$ cat config.mk
export PLATFORM = sky130hd
export DESIGN_NAME = mem_access_unit
export DESIGN_NICKNAME = d
export VERILOG_FILES = /design/src/rtl/data_types_pkg.sv /design/src/rtl/mem_access_unit_load_extend.sv /design/src/rtl/mem_access_unit.sv
export SDC_FILE = /design/constraint.sdc
export NUM_CORES = 1
export LEC_CHECK = 0
export CAP_MARGIN = 20
export CORE_ASPECT_RATIO = 0.75
export CORE_UTILIZATION = 47
export DETAILED_ROUTE_END_ITERATION = 12
export PLACE_DENSITY = 0.69
export RECOVER_POWER = 100
export SLEW_MARGIN = 20
export SYNTH_ARGS = -nofsm -noshare
export SYNTH_HDL_FRONTEND = slang
export SYNTH_SLANG_ARGS = --single-unit
$ cat constraint.sdc
create_clock -name clk -period 7.4 [get_ports clk]
set_input_delay 1.85 -clock clk [delete_from_list [all_inputs] [get_ports clk]]
set_output_delay 1.85 -clock clk [all_outputs]
set_load 0.03 [all_outputs]
$ cat src/rtl/data_types_pkg.sv
// Shared types for the byte-sequenced memory access unit.
// Size and state encodings plus small helpers used by the top.
package data_types_pkg;

    localparam int WORD_WIDTH = 32;

    typedef enum logic [1:0] {
        SIZE_B = 2'b00,
        SIZE_H = 2'b01,
        SIZE_W = 2'b10
    } access_size_t;

    typedef enum logic [2:0] {
        ST_IDLE,
        ST_WRITE,
        ST_READ,
        ST_DRAIN,
        ST_RESP
    } mau_state_t;

    // Size code 2'b11 behaves like a word.
    function automatic logic [2:0] byte_count(input logic [1:0] size);
        case (size)
            SIZE_B:  return 3'd1;
            SIZE_H:  return 3'd2;
            default: return 3'd4;
        endcase
    endfunction

    function automatic logic misaligned(input logic [1:0] size,
                                        input logic [1:0] addr_lo);
        case (size)
            SIZE_B:  return 1'b0;
            SIZE_H:  return addr_lo[0];
            default: return addr_lo != 2'b00;
        endcase
    endfunction

endpackage

$ cat src/rtl/mem_access_unit_load_extend.sv
// Combinational sign/zero extension of an assembled load value.
// Word sizes pass through untouched.
module load_extend
    import data_types_pkg::*;
#(
    parameter int WIDTH = 32
) (
    input  logic [WIDTH-1:0] word,
    input  logic [1:0]       size,
    input  logic             sign_en,
    output logic [WIDTH-1:0] result
);

    logic fill_b;
    logic fill_h;

    assign fill_b = sign_en & word[7];
    assign fill_h = sign_en & word[15];

    always_comb begin
        result = word;
        case (size)
            SIZE_B:  result = {{(WIDTH-8){fill_b}}, word[7:0]};
            SIZE_H:  result = {{(WIDTH-16){fill_h}}, word[15:0]};
            default: result = word;
        endcase
    end

endmodule

$ cat src/rtl/mem_access_unit.sv
// Splits byte/half/word requests into single-byte RAM accesses.
// Define MISALIGN_CHECK_EN to reject misaligned half/word requests.
module mem_access_unit
    import data_types_pkg::*;
#(
    parameter int ADDR_WIDTH     = 5,
    parameter int RAM_DATA_WIDTH = 8,
    parameter int WORD_WIDTH     = 32
) (
    input  logic                      clk,
    input  logic                      rst,
    input  logic                      req_valid,
    output logic                      req_ready,
    input  logic                      req_write,
    input  logic [1:0]                req_size,
    input  logic                      req_signed,
    input  logic [ADDR_WIDTH-1:0]     req_addr,
    input  logic [WORD_WIDTH-1:0]     req_wdata,
    output logic                      rsp_valid,
    output logic [WORD_WIDTH-1:0]     rsp_rdata,
    output logic                      rsp_err,
    output logic [ADDR_WIDTH-1:0]     ram_addr,
    output logic [RAM_DATA_WIDTH-1:0] ram_data_in,
    output logic                      ram_read_enable,
    output logic                      ram_write_enable,
    input  logic [RAM_DATA_WIDTH-1:0] ram_data_out
);

    mau_state_t                state;
    logic [2:0]                k;
    logic [2:0]                nbytes;
    logic [ADDR_WIDTH-1:0]     base;
    logic [1:0]                size_q;
    logic                      sign_q;
    logic [WORD_WIDTH-1:0]     wdata_q;
    logic [WORD_WIDTH-1:0]     asm_q;
    logic [WORD_WIDTH-1:0]     asm_next;
    logic [WORD_WIDTH-1:0]     ext;
    logic                      rsp_valid_q;
    logic [WORD_WIDTH-1:0]     rsp_rdata_q;
    logic                      rsp_err_q;
    logic                      mis_req;
    logic [1:0]                cap_idx;
    logic                      last;

`ifdef MISALIGN_CHECK_EN
    assign mis_req = misaligned(req_size, req_addr[1:0]);
`else
    assign mis_req = 1'b0;
`endif

    assign last    = (k == nbytes - 3'd1);
    assign cap_idx = k[1:0] - 2'd1;

    // Read data trails its issue by one cycle, so byte k-1 lands now.
    always_comb begin
        asm_next = asm_q;
        if ((state == ST_READ && k != 3'd0) || state == ST_DRAIN)
            asm_next[{cap_idx, 3'b000} +: 8] = ram_data_out;
    end

    load_extend #(
        .WIDTH (WORD_WIDTH)
    ) u_ext (
        .word    (asm_next),
        .size    (size_q),
        .sign_en (sign_q),
        .result  (ext)
    );

    always_ff @(posedge clk) begin
        if (rst) begin
            state       <= ST_IDLE;
            k           <= '0;
            nbytes      <= '0;
            base        <= '0;
            size_q      <= '0;
            sign_q      <= 1'b0;
            wdata_q     <= '0;
            asm_q       <= '0;
            rsp_valid_q <= 1'b0;
            rsp_rdata_q <= '0;
            rsp_err_q   <= 1'b0;
        end else begin
            rsp_valid_q <= 1'b0;
            unique case (state)
                ST_IDLE: begin
                    if (req_valid) begin
                        base    <= req_addr;
                        size_q  <= req_size;
                        sign_q  <= req_signed;
                        wdata_q <= req_wdata;
                        nbytes  <= byte_count(req_size);
                        k       <= '0;
                        asm_q   <= '0;
                        if (mis_req) begin
                            state       <= ST_RESP;
                            rsp_valid_q <= 1'b1;
                            rsp_rdata_q <= '0;
                            rsp_err_q   <= 1'b1;
                        end else if (req_write) begin
                            state <= ST_WRITE;
                        end else begin
                            state <= ST_READ;
                        end
                    end
                end
                ST_WRITE: begin
                    k <= k + 3'd1;
                    if (last) begin
                        state       <= ST_RESP;
                        rsp_valid_q <= 1'b1;
                        rsp_rdata_q <= '0;
                        rsp_err_q   <= 1'b0;
                    end
                end
                ST_READ: begin
                    asm_q <= asm_next;
                    k     <= k + 3'd1;
                    if (last)
                        state <= ST_DRAIN;
                end
                ST_DRAIN: begin
                    asm_q       <= asm_next;
                    state       <= ST_RESP;
                    rsp_valid_q <= 1'b1;
                    rsp_rdata_q <= ext;
                    rsp_err_q   <= 1'b0;
                end
                ST_RESP: begin
                    state <= ST_IDLE;
                end
                default: begin
                    state <= ST_IDLE;
                end
            endcase
        end
    end

    // Reset forces every output low, even mid-transfer.
    assign req_ready        = !rst && state == ST_IDLE;
    assign ram_write_enable = !rst && state == ST_WRITE;
    assign ram_read_enable  = !rst && state == ST_READ;

    assign ram_addr = (ram_write_enable || ram_read_enable)
                    ? base + ADDR_WIDTH'(k) : '0;
    assign ram_data_in = ram_write_enable
                       ? wdata_q[{k[1:0], 3'b000} +: 8] : '0;

    assign rsp_valid = !rst && rsp_valid_q;
    assign rsp_rdata = rst ? '0 : rsp_rdata_q;
    assign rsp_err   = !rst && rsp_err_q;

endmodule
==> flow_metrics.py <==
metrics = {
    "synth": {
        "syn_inst": 680,
        "async_reset_ff_share_pct": 0,
        "yosys_warnings": 0,
        "synth_common_cells": "127 x nand2_1, 114 x dfxtp_1, 72 x a21oi_1",
        "synth_area_sq_um": 5580,
        "ys.flop_type": "dfxtp_1",
        "synth.avg_cell_area_sq_um": 8.20,
        "yosys.area.top_type": "dfxtp_1",
        "ys_types": 62,
        "ys_top_cells_by_area": "dfxtp_1 41%, nand2_1 8.6%, a21oi_1 6.5%",
        "ys_ff_latch": 114,
        "yosysSeqAreaShare_pct": 40.9,
        "yosysTopAreaCellShare_pct": 40.9,
        "synth_edf_count": 0,
        "synth_nets": 742,
        "synth_most_common_cell": "nand2_1",
    },
    "layout": {
        "final_layout_size_suffix_gt1_share_pct": 8.02,
        "nets": 811,
        "area.growth.synth_to_final_pct": 26.7,
        "num-fill-cells": 1044,
        "diodes": 0,
    },
    "timing": {
        "maxSlewViolCount": 105,
        "finalSetupTns_ns": 0,
        "setup_violations": 0,
        "finalClockSkew_ns": 0.00697,
        "relSlewSlack_pct": -68.6,
        "worstMarginPinSlew_ns": 2.53,
        "finalHoldViolations": 0,
        "period_needed_ns": 6.16,
        "setup_slack_ns": 1.24,
        "fmax_mhz": 162,
        "finalCritPeriodShare_pct": 83.3,
        "hold_ws_ns": 0.453,
        "rsz0062_at_grt": "false",
    },
    "setup_path": {
        "crit_required_ns": 5.55,
        "critical_path.max_stage_delay_ns": 0.76,
        "cp-start-kind": "input pin",
        "endpoint": "rsp_rdata[27]",
        "slowest_stage": "clkbuf_1",
        "cp_cell_sequence": "clkbuf_1, inv_1, nand2_1, inv_1, dlygate4sd3_1",
        "cpMostUsedCell": "inv_1",
        "critPathCaptureType": "output port",
        "worstSetupPathType": "input pin to output port",
        "r2r_slack_ns": 3.41,
        "r2r_cells": 7,
        "regToRegEndpoint": "rsp_rdata_q[28]",
        "r2r_start": "k[0]",
        "cp.arrival_ns": 4.31,
        "crit_start": "rst",
        "cp_max_fo": 26,
    },
    "floorplanning": {
        "core_sq_um": 11600,
        "die_w_um": 128,
        "die_area_sq_um": 12300,
        "die_h_um": 96.3,
        "io_pins": 102,
        "initial_core_util_pct": 48.2,
        "core.rowCount": 34,
    },
    "power_and_ir_drop": {
        "p_leak_nw": 2.81,
        "power.density_nw_per_um2": 303,
        "p_clk_share_pct": 36.7,
        "p_seq_share_pct": 34.8,
        "p_int_mw": 1.40,
        "ir_drop_v": 0.000187,
        "switching_share_pct": 34.5,
        "share_comb_of_total_power_pct": 28.5,
        "p_sw_mw": 0.740,
    },
    "placement": {
        "place_ws_ns": 1.88,
        "gp_congestion": 0.800,
        "place_hpwl_um": 9630,
        "numPortBuffers": 100,
    },
    "detailed_routing": {
        "drt_iter0_drc": 407,
        "num_vias": 4969,
        "dr.pass1.iters": 5,
        "ant_nets": 0,
        "wl_um": 14300,
        "via_per_inst": 5.38,
        "drc_errors": 0,
        "post_drt_wl_per_cell_um": 15.5,
    },
    "cts": {
        "cts_made_buffers": 17,
        "cts.clk_slew.worst_paths_ns": 0.05,
        "cts-root-buf": "clkbuf_16",
        "cts.sinks": 114,
        "clk_latency_ns": 0.41,
        "cts_tree": "yes",
        "cts_setup_buffers": 0,
        "post_cts_resize_count": 0,
        "clock_path_buffers": 2,
        "hold_buffers": 0,
        "h-tree-depth": 4,
    },
    "global_routing": {
        "grt_pass1_vias": 4573,
        "grt_pass1_wl_um": 22800,
        "antenna_found_initial": 0,
        "gr-total-overflow": 0,
        "grt_util_all_layers_pct": 24.3,
        "grt_start_max_net_pins": 85,
    },
    "status": {
        "outcome": "complete, but fails checks",
        "violations": "max-capacitance violations, max-slew violations",
    },
    "hold_path": {
        "worstHoldPathType": "flop to flop",
    },
    "flow_run": {
        "maxCapViolCount": 2,
    },
}
-- worst min-delay path by stage --
stage                  end  cells past startpoint        start
3_5_place_dp    wdata_q[0]                      2   wdata_q[0]
4_1_cts        wdata_q[15]                      2  wdata_q[15]
5_1_grt          nbytes[2]                      2    nbytes[2]
2_1_floorplan    nbytes[1]                      2    nbytes[1]
6_report       wdata_q[15]                      2  wdata_q[15]
3_3_place_gp    wdata_q[0]                      2   wdata_q[0]
-- per-layer routing --
metal  vias to the layer above  routed length, um  global-route usage [%]
li1                       2471                  -                       -
met1                      2361               6900                    31.8
met2                       120               6680                    39.7
met3                        17                601                    5.11
met4                         0                150                    8.92
met5                         -                  0                       0
-- cell type report --
type	count	area, sq um	share of cell area [%]
Clock buffer	27	533	7.54
Clock inverter	4	45.0	0.638
Inverter	40	150	2.13
Multi-Input combinational cell	472	2840	40.1
Sequential cell	114	2280	32.3
Tap cell	162	203	2.87
Timing Repair Buffer	104	1020	14.4
-- cell families after synthesis --
| family | after synthesis | synth area share [%] |
|---|---|---|
| AO/OA/AOI/OAI | 158 | 18.9 |
| AND/OR/NAND/NOR | 278 | 23.0 |
| multiplexers | 16 | 4.85 |
| adder cells (fa/ha/maj) | 10 | 2.38 |
| other | 1 | 0.0673 |
| XOR/XNOR | 9 | 1.75 |
| buffers and inverters | 94 | 8.12 |
| flip-flops | 114 | 40.9 |
-- cell usage in the layout (no fill, tap or decap), drive strengths merged, types with 3 or more instances in the layout --
cell and instances:
o21a 7, clkinv 3, clkdlybuf4s50 49, nand2 128, xor2 3, nor2 60, dlygate4sd3 50, or2b 8
a21oi 73, o2bb2ai 16, mux2 8, inv 40, and3 18, a22oi 16, o211ai 15, or2 3
nand3 21, ha 9, mux4 8, nand3b 3, xnor2 5, nor2b 10, o32ai 15, clkbuf 30
or3 3, dfxtp 114, nor3 15
-- power groups by stage --
| stage | sequential (mW) | clock, mW | combinational, mW |
|---|---|---|---|
| global route | 0.755 | 0.829 | 0.674 |
| floorplan | 0.713 | 0 | 0.501 |
| detailed placement | 0.759 | 0 | 0.611 |
| global placement | 0.755 | 0 | 0.602 |
| CTS | 0.747 | 0.799 | 0.619 |
| finish | 0.745 | 0.786 | 0.612 |
-- worst max-delay path: cells and delay by family --
kind	cells	cell delay, ns
AND/OR/NAND/NOR	1	0.28
buffers and inverters	4	2.17
-- flip-flops by register name (all words and copies together) (netlist names) --
name,count
asm_q,32
base,5
k,3
nbytes,3
rsp_rdata_q,32
rsp_valid_q,1
sign_q,1
size_q,2
state,3
wdata_q,32
-- stage by stage --
step	cell area, sq um	power [mW]	utilization, %	instances
floorplan	5580	1.21	-	680
global placement	6520	1.36	56.3	892
detailed placement	6520	1.37	56.3	892
CTS	7100	2.16	61.3	923
global route	7070	2.26	61.1	923
finish	7070	2.14	61.1	923
No activity file was read; power rests on OpenSTA's default activity.
